<file path="src/rtl/mem_port_arbiter.sv">
// Two-port arbiter for one shared memory: latches the winning request, waits out the read latency, acks once.
// Write acks 2 cycles after the request is sampled, reads 2+READ_LATENCY; one transaction in flight at a time.
module mem_port_arbiter #(
  parameter int N            = 32,
  parameter int READ_LATENCY = 1,
  parameter bit RR_EN        = 1'b1
) (
  input  logic         clk,
  input  logic         rst,
  input  logic         p0_req,
  input  logic         p0_we,
  input  logic [N-1:0] p0_addr,
  input  logic [N-1:0] p0_wdata,
  output logic         p0_ack,
  input  logic         p1_req,
  input  logic         p1_we,
  input  logic [N-1:0] p1_addr,
  input  logic [N-1:0] p1_wdata,
  output logic         p1_ack,
  output logic [N-1:0] rdata,
  output logic [N-1:0] mem_addr,
  output logic [N-1:0] mem_wdata,
  output logic         mem_we,
  input  logic [N-1:0] mem_rdata,
  output logic         busy,
  output logic         grant_id
);

  localparam logic [1:0] RL = 2'(READ_LATENCY);

  typedef enum logic [1:0] {IDLE, ACCESS, DONE} state_t;

  state_t       state, state_nxt;
  logic [1:0]   cnt;
  logic         we_q;
  logic         grant_q;
  logic [N-1:0] addr_q, wdata_q, rdata_q;
  logic         win;

  // On a tie, round-robin hands the grant to the port that did not own the last transaction.
  always_comb begin
    win = 1'b0;
    if (p0_req && p1_req) win = RR_EN ? ~grant_q : 1'b0;
    else                  win = p1_req;
  end

  always_ff @(posedge clk) begin
    if (rst) state <= IDLE;
    else     state <= state_nxt;
  end

  always_comb begin
    state_nxt = state;
    mem_we    = 1'b0;
    p0_ack    = 1'b0;
    p1_ack    = 1'b0;
    busy      = 1'b1;
    case (state)
      IDLE: begin
        busy = 1'b0;
        if (p0_req || p1_req) state_nxt = ACCESS;
      end
      ACCESS: begin
        mem_we = we_q;
        if (we_q || cnt == RL) state_nxt = DONE;
      end
      DONE: begin
        p0_ack    = ~grant_q;
        p1_ack    = grant_q;
        state_nxt = IDLE;
      end
      default: state_nxt = IDLE;
    endcase
  end

  always_ff @(posedge clk) begin
    if (rst) begin
      cnt     <= 2'd0;
      we_q    <= 1'b0;
      grant_q <= 1'b1;
      addr_q  <= '0;
      wdata_q <= '0;
      rdata_q <= '0;
    end else begin
      case (state)
        IDLE: begin
          if (p0_req || p1_req) begin
            grant_q <= win;
            we_q    <= win ? p1_we    : p0_we;
            addr_q  <= win ? p1_addr  : p0_addr;
            wdata_q <= win ? p1_wdata : p0_wdata;
            cnt     <= 2'd0;
          end
        end
        ACCESS: begin
          if (!we_q) begin
            if (cnt == RL) rdata_q <= mem_rdata;
            else           cnt     <= cnt + 2'd1;
          end
        end
        default: ;
      endcase
    end
  end

  assign mem_addr  = addr_q;
  assign mem_wdata = wdata_q;
  assign rdata     = rdata_q;
  assign grant_id  = grant_q;

endmodule
</file>
<file path="config.mk">
export PLATFORM = sky130hd
export DESIGN_NAME = mem_port_arbiter
export DESIGN_NICKNAME = d
export VERILOG_FILES = /design/src/rtl/mem_port_arbiter.sv
export SDC_FILE = /design/constraint.sdc
export NUM_CORES = 1
export LEC_CHECK = 0
export CAP_MARGIN = 20
export CELL_PAD_IN_SITES_DETAIL_PLACEMENT = 0
export CELL_PAD_IN_SITES_GLOBAL_PLACEMENT = 1
export CORE_ASPECT_RATIO = 1.25
export CORE_UTILIZATION = 29
export CTS_CLUSTER_SIZE = 8
export DETAILED_ROUTE_END_ITERATION = 10
export GPL_TIMING_DRIVEN = 0
export PLACE_DENSITY = 0.95
export SYNTH_ARGS = -nofsm -noshare
export SYNTH_HDL_FRONTEND = slang
export SYNTH_SLANG_ARGS = --single-unit
</file>
<file path="constraint.sdc">
create_clock -name clk -period 2.7 [get_ports clk]
set_clock_uncertainty 0.1 [all_clocks]
set_input_delay 0.405 -clock clk [delete_from_list [all_inputs] [get_ports clk]]
set_output_delay 0.405 -clock clk [all_outputs]
set_load 0.02 [all_outputs]
</file>
== Word-level counts from Yosys, hierarchy flattened ==
Index checks and enable logic that the tools add are counted.

* Bits of input ports: 166
* Word-level logic and storage cells: 41
* Bits in registers: 102
* Bits in latches: 0
* Memories: 0
* ROM bits: 0
* RAM bits: 0

* Equality and inequality tests: 7
* $add $sub $neg: 1
* Reduce and logical (&&, ||, !) cells: 9
* Divide/modulo/power cells: 0
* Bitwise gates (word level): 2
* Multipliers: 0
* Muxes and demuxes: 15
* $lt $le $gt $ge: 0
* Shift operators: 0

{| class="wikitable"
|+ Operator list
! operator !! number
|-
| $mux 32 || 2
|-
| $mux 2 || 5
|-
| $ne 2x2->1 const B || 4
|-
| $pmux 2 s2 || 2
|-
| $mux 1 || 6
|-
| $eq 2x1->1 const B || 2
|-
| $reduce_and 2->1 || 2
|-
| $reduce_and 4->1 || 1
|-
| $reduce_and 3->1 || 1
|-
| $add 2x1->2 const B || 1
|-
| $eq 2x2->1 const B || 1
|-
| $logic_not 2->1 || 1
|-
| $logic_or 1x1->1 || 2
|-
| $not 1->1 || 2
|-
| $reduce_bool 2->1 || 1
|-
| $logic_and 1x1->1 || 1
|}

== Depth between registers and ports, before layout ==
* Word-level depth: 4
* Depth in mapped cells: 7
* Depth with buffers taken out: 5

== Least setup slack after synthesis ==
No wires, ideal clock.

* Path type: reg-to-reg
* Start: reg cnt[1]
* End: reg cnt[1]
* Setup slack: 1.164 ns
* Data arrival time: 1.320 ns
* Path buffers: 0
* Stages on the path, launching flop included: 5
* Clock period less this slack: 1.536 ns
* Data required time: 2.484 ns
* Cell sequence: dfxtp_1 inv_1 ha_1 or4b_1 a41o_1

* Word-level cells in the longest chain between the ends: 4
* Elaborated cells on any way between the ends: 7
* Those cells by class: 1 x add/sub; 2 x eq/ne; 3 x mux; 1 x reduce/logical

{| class="wikitable"
|+ Ends and longest elaborated chain
! item !! line !! RTL
|-
| start: declaration || 34 || <nowiki>logic [1:0] cnt;</nowiki>
|-
| start signal: assignment || 98 || <nowiki>else cnt <= cnt + 2'd1;</nowiki>
|-
| $add 2x1->2 || 98 ||
|-
| $mux 2 || 97 || <nowiki>if (cnt == RL) rdata_q <= mem_rdata;</nowiki>
|-
| $mux 2 || 96 || <nowiki>if (!we_q) begin</nowiki>
|-
| $pmux 2 s2 || 85 || <nowiki>case (state)</nowiki>
|}

Several ways; a longest one is shown, not always the timed one. The select of a mux whose other input is x is not followed.
A chain may end at the register's enable or synchronous reset.

== Worst setup path after layout ==
* Start: reg state[0]
* End: out busy

* Word-level cells in the longest chain between the ends: 2

{| class="wikitable"
|+ Ends and longest elaborated chain
! item !! line !! RTL
|-
| start: declaration || 33 || <nowiki>state_t state, state_nxt;</nowiki>
|-
| start signal: assignment || 49 || <nowiki>else state <= state_nxt;</nowiki>
|-
| $logic_not 2->1 || 58 || <nowiki>case (state)</nowiki>
|-
| $mux 1 || 58 ||
|-
| end: declaration || 25 || <nowiki>output logic busy,</nowiki>
|}

Every way passes these cells.

==> results.tsv <==
metric	value	unit
yosysTopAreaCell	dfxtp_1	
cts_tree	done	
p_comb_share	32.5	%
ff2ff_path_depth	5	
synth.avg_cell_area	8.564	µm²
final_cell_mix	clkdlybuf4s50_1 (266), nand2_1 (195), dfxtp_1 (102), a21oi_1 (99), a311oi_2 (50)	
powerDensity	570.6	nW/µm²
die-area	16460	µm²
yosys_register_bits	102	
outcome	completed	
die_x	114.9	µm
hold_path_class	reg2reg	
whs_path_depth	2	
layout_setup_ws	0.2370	ns
finalHoldViolCount	0	
yosysTopAreaCellShare	44.16	%
start_util	29.70	%
cp_slowest_cell	clkdlybuf4s50_1	
seq_area_frac_synth	44.16	%
dp_hpwl	11690	µm
drt-vias-per-instance	4.739	
cp_max_fo	10	
critical_path_class	reg2out	
period_needed	2.463	ns
crit_path_start_kind	flip-flop	
cts_buffer_depth	2	
drive_gt1_share	12.76	%
num_vias	4905	
worst_pin_slew	0.7331	ns
ys_types	29	
ioPinCount	267	
switching_share	31.50	%
place_area	7552	µm²
areaGrowthSynthToFinish	69.70	%
antenna_cells	0	
synth_nets	707	
ys_top_cells_by_area	dfxtp_1 (44%), a311oi_2 (16%), nand2_1 (16%)	
crit-reg2reg-launch	state[0]	
drtIter0Drc	165	
io_buffers	266	
finalSetupTns	0	ns
wl	15880	µm
ant_nets	0	
yosys_warnings	0	
p_sw	1.410	mW
nNetsFinal	985	
whs_endpoint	rdata[14]	
fp-row-count	51	
syn_inst	540	
syn_area	4624	µm²
r2r-end	mem_wdata[1]	
grt_pass1_vias	4808	
relSlewSlack	51.13	%
grt_pass1_wl	24550	µm
route.detailed.drc	0	
cts-root-buf	clkbuf_16	
clock_latency	0.35	ns
gp_congestion	0.7599	
cp_slowest_stage_delay	0.60	ns
layout_commonest_cell	clkdlybuf4s50_1	
regToRegSetupSlack	0.96	ns
antenna_found_initial	0	
drtPass1Iterations	5	
internal-power	3.067	mW
clkTransAtPathRegs	0.07	ns
power_leakage	2.824	nW
grtUsageTotal	19.38	%
final_cell_area	7848	µm²
crit_path_end_kind	output pin	
grt_start_max_net_pins	17	
cts_sinks	102	
whs	0.3525	ns
cts-buffers-inserted	9	
arrival	1.96	ns
die_h	143.2	µm
cts_htree_levels	3	
worstPathRequired	2.19	ns
finalMaxSlewViolations	0	
crit_chain	nor2_4 > buf_4 > buf_2 > inv_1 > clkdlybuf4s50_1	
power_frac_seq	39.1	%
routedWlPerCell	15.34	µm
ir_worst_vdd	0.0002718	V
clkPwrFrac	28.3	%
period_share	91.22	%
setup_viol	0	
gr-total-overflow	0	
drv_cap	0	
core	15570	µm²
hold_start	rdata[14]	
rsz0062_at_grt	no	
post-place-ws	0.2699	ns
utilization	50.40	%
fmax	406.0	MHz
-- flip-flops by register name, summed over array words and instances, names as in the netlist --
| register | count |
|---|---|
| rdata | 32 |
| state | 2 |
| grant_id | 1 |
| we_q | 1 |
| cnt | 2 |
| mem_addr | 32 |
| mem_wdata | 32 |
-- worst max path at each step --
| stage | startpoint | to | slack [ns] |
|---|---|---|---|
| 6_report | state[0] | busy | 0.24 |
| 5_1_grt | state[0] | busy | 0.14 |
| 4_1_cts | state[1] | busy | 0.02 |
| 3_5_place_dp | rst | mem_wdata[16] | 0.27 |
| 3_3_place_gp | rst | mem_wdata[5] | 0.29 |
| 2_1_floorplan | cnt[1] | cnt[1] | 1.16 |
-- critical path, delay by kind of cell, from the launching register on --
kind / cells / cell delay [ns]
flops: 1 / 0.47
simple gates: 1 / 0.07
buf+inv: 4 / 1.07
-- cell families after synthesis --
kind of cell               after synthesis  synth area share (%)
buffers and inverters                   58                 6.466
AOI/OAI and AO/OA                      169                 30.68
DFF                                    102                 44.16
and+or+nand+nor                        210                 18.43
adders and majority gates                1                0.2705
-- cell type report --
| type | count | area, µm² |
|---|---|---|
| buffer | 55 | 290.3 |
| fill | 1519 | 7722 |
| sequential | 102 | 2042 |
| clock inverter | 5 | 32.53 |
| tap | 212 | 265.3 |
| inverter | 3 | 11.26 |
| multi-input combinational | 380 | 2283 |
| clock buffer | 11 | 252.7 |
| timing repair buffer | 267 | 2670 |
-- power groups by stage --
stage / Sequential (mW) / Combinational [mW] / Clock, mW
finish: 1.75 / 1.46 / 1.27
floorplan: 1.95 / 0.583 / 0
detailed placement: 1.78 / 1.46 / 0
global placement: 1.78 / 1.45 / 0
CTS: 1.75 / 1.47 / 1.31
global route: 1.77 / 1.57 / 1.36
-- cells in the mapped netlist (all sizes together) --
| cell | n |
|---|---|
| or4b | 1 |
| nor3b | 1 |
| dfxtp | 102 |
| nor3 | 2 |
| inv | 3 |
| nor4b | 1 |
| a311oi | 65 |
| buf | 33 |
| nand4bb | 1 |
| and3b | 2 |
| o21ai | 1 |
| ha | 1 |
| a31o | 1 |
| nor2b | 1 |
| or2 | 1 |
| a41o | 1 |
| and3 | 1 |
| and2 | 1 |
| and4bb | 1 |
| a21bo | 1 |
| clkbuf | 22 |
| a21oi | 99 |
| nor2 | 2 |
| a21boi | 1 |
| nand2 | 195 |
-- timing repair --
item	CTS	global route
pin swaps	0	1
hold buffers	0	0
resized for setup	1	0
setup endpoints to repair	1	1
buffers inserted	0	1
-- per-layer routing --
layer	vias to the layer above	track usage (%)	share of wire, %
li1	2451	-	-
met1	2216	22.62	41
met2	199	32.94	49
met3	39	3.990	6.3
met4	0	10.66	3.9
met5	-	0	0
-- metrics by stage --
step	power, mW	cells
after CTS	4.535	1034
after global routing	4.703	1035
final	4.477	1035
after detailed placement	3.246	1018
after global placement	3.233	1018
after floorplan	2.538	540
Note: power is estimated with default switching activity, not from simulation.
==> variant: new RTL, config.mk and constraints unchanged <==
Change the parameter `RR_EN` from 1'b1 to 1'b0.
--- a/src/rtl/mem_port_arbiter.sv
+++ b/src/rtl/mem_port_arbiter.sv
@@ -5,3 +5,3 @@
   parameter int READ_LATENCY = 1,
-  parameter bit RR_EN        = 1'b1
+  parameter bit RR_EN        = 1'b0
 ) (
Behaviour: not the same (Yosys sat finds a counterexample within 10 cycles, from zero or initial values and one cycle with rst high).
==> variant against the original RTL <==
Sequential cell count unchanged; maximum frequency down 0.74%; wire length down 0.38%; setup slack got worse by 18 ps; power is 1.0% lower; cell count barely moved; register-to-register slack improved by 30 ps; synthesized area is 0.14% lower; final area barely moved; largest power group unchanged; highest routed layer unchanged.
==> variant: results (changes against the original RTL) <==
Worst hold path
  – Hold Startpoint: rdata[7]$_SDFFE_PP0P_ (was rdata[14]$_SDFFE_PP0P_)
  – WHS Endpoint: rdata[7]$_SDFFE_PP0P_ (was rdata[14]$_SDFFE_PP0P_)

STA
  – Period utilisation layout: 91.9% (was 91.2%)
  – Slew margin rel.: 51.3% (was 51.1%)
  – Final hold slack: 354 ps (was 353 ps)

Layout
  – Fin nets: 986 (was 985)
  – Share of cells above drive strength 1: 12.4% (was 12.8%)
  – Fill count: 1,543 (was 1,519)

Power and ir drop
  – Worst vdd ir: 360 uV (was 272 uV)
  – Tot Pwr: 4.43 mW (was 4.48 mW)
  – Static leakage: 2.81 nW (was 2.82 nW)
  – Sw Ratio: 31.9% (was 31.5%)
  – Combinational Power Share: 31.6% (was 32.5%)

Placed design
  – Pre-CTS WS: 177 ps (was 270 ps)
  – Post-DP Area: 0.00755 mm^2 (about the same)
  – Gp weighted congestion: 0.759 (was 0.760)
  – HPWL after detailed placement: 11.7 mm (about the same)

Global route
  – GRT met2 Usage: 33.8% (was 32.9%)
  – GRT Resource Usage Total: 19.2% (was 19.4%)
  – Initial antenna violation count: 0 (unchanged)
  – Largest net degree at the start of global routing: 20 (was 17)
  – Vias in the first global route: 4,844 (was 4,808)
  – Met3 Use GR: 4.63% (was 3.99%)
  – Global-route wire length before repair: 24.7 mm (was 24.6 mm)
  – Met1 GRT Util: 22.2% (was 22.6%)

Clocking
  – CTS buffer count: 9 (unchanged)
  – Clock latency on the worst-skew pair: approximately 340 ps
  – H-tree lvl count: 3 (unchanged)

Route
  – DRT Pass-1 Iters: 4 (was 5)
  – Met2 routed WL: 7.98 mm (was 7.72 mm)
  – Met3 wire len: 1.02 mm (was 1.01 mm)
  – M1 WL: 6.42 mm (was 6.52 mm)
  – Routed wire per std cell: 15.3 um (about the same)
  – Iteration-0 DRC count of the detailed router: 152 (was 165)
  – Vias: 4,893 (was 4,905)
  – Top sig layer: met4 (unchanged)
  – DR vias/cell: 4.72 (was 4.74)

Setup path
  – Slowest-stage cell, CP: clkdlybuf4s50_1 (unchanged)
  – Reg-to-reg slack, setup: 990 ps (was 960 ps)
  – Crit-path max FO: 10 (unchanged)
  – Critical path data arrival time: 1980 ps (was 1960 ps)

Synth
  – Syn avg cell area: 8.55 um^2 (was 8.56 um^2)
  – Netlist cell types: 29 (unchanged)
  – Register area share after synthesis: 44.2% (about the same)
  – Synth area leaders: dfxtp_1 44%, a311oi_2 16%, nand2_1 16%, a21oi_1 11%, a311oi_1 2.8% (unchanged)
  – Synth cell count leaders: 195 x nand2_1, 102 x dfxtp_1, 99 x a21oi_1 (unchanged)

Run status
  – Run status: finished clean (unchanged)
## variant: what timing repair did
action                                  CTS  global route
pin swaps                                 0             1
buffers inserted                          0             2
hold endpoints to repair                  0             0
gates resized for setup                   1             0
endpoints found under the setup margin    1             1
## variant: final cells by class
cell class / count / area, um^2 / share of cell area (%)
Buffer: 55 / 289 / 3.68
Clock buffer: 9 / 225 / 2.87
Clock inverter: 7 / 66.3 / 0.844
Inverter: 3 / 11.3 / 0.143
Multi-Input combinational cell: 380 / 2280 / 29.0
Sequential cell: 102 / 2040 / 26.0
Tap cell: 212 / 265 / 3.38
Timing Repair Buffer: 268 / 2680 / 34.1
## variant: cells by family after synthesis
family	synth area share, %
simple gates	18.7
flops	44.2
fa+ha+maj	0.271
compound gates	30.3
buf+inv	6.45
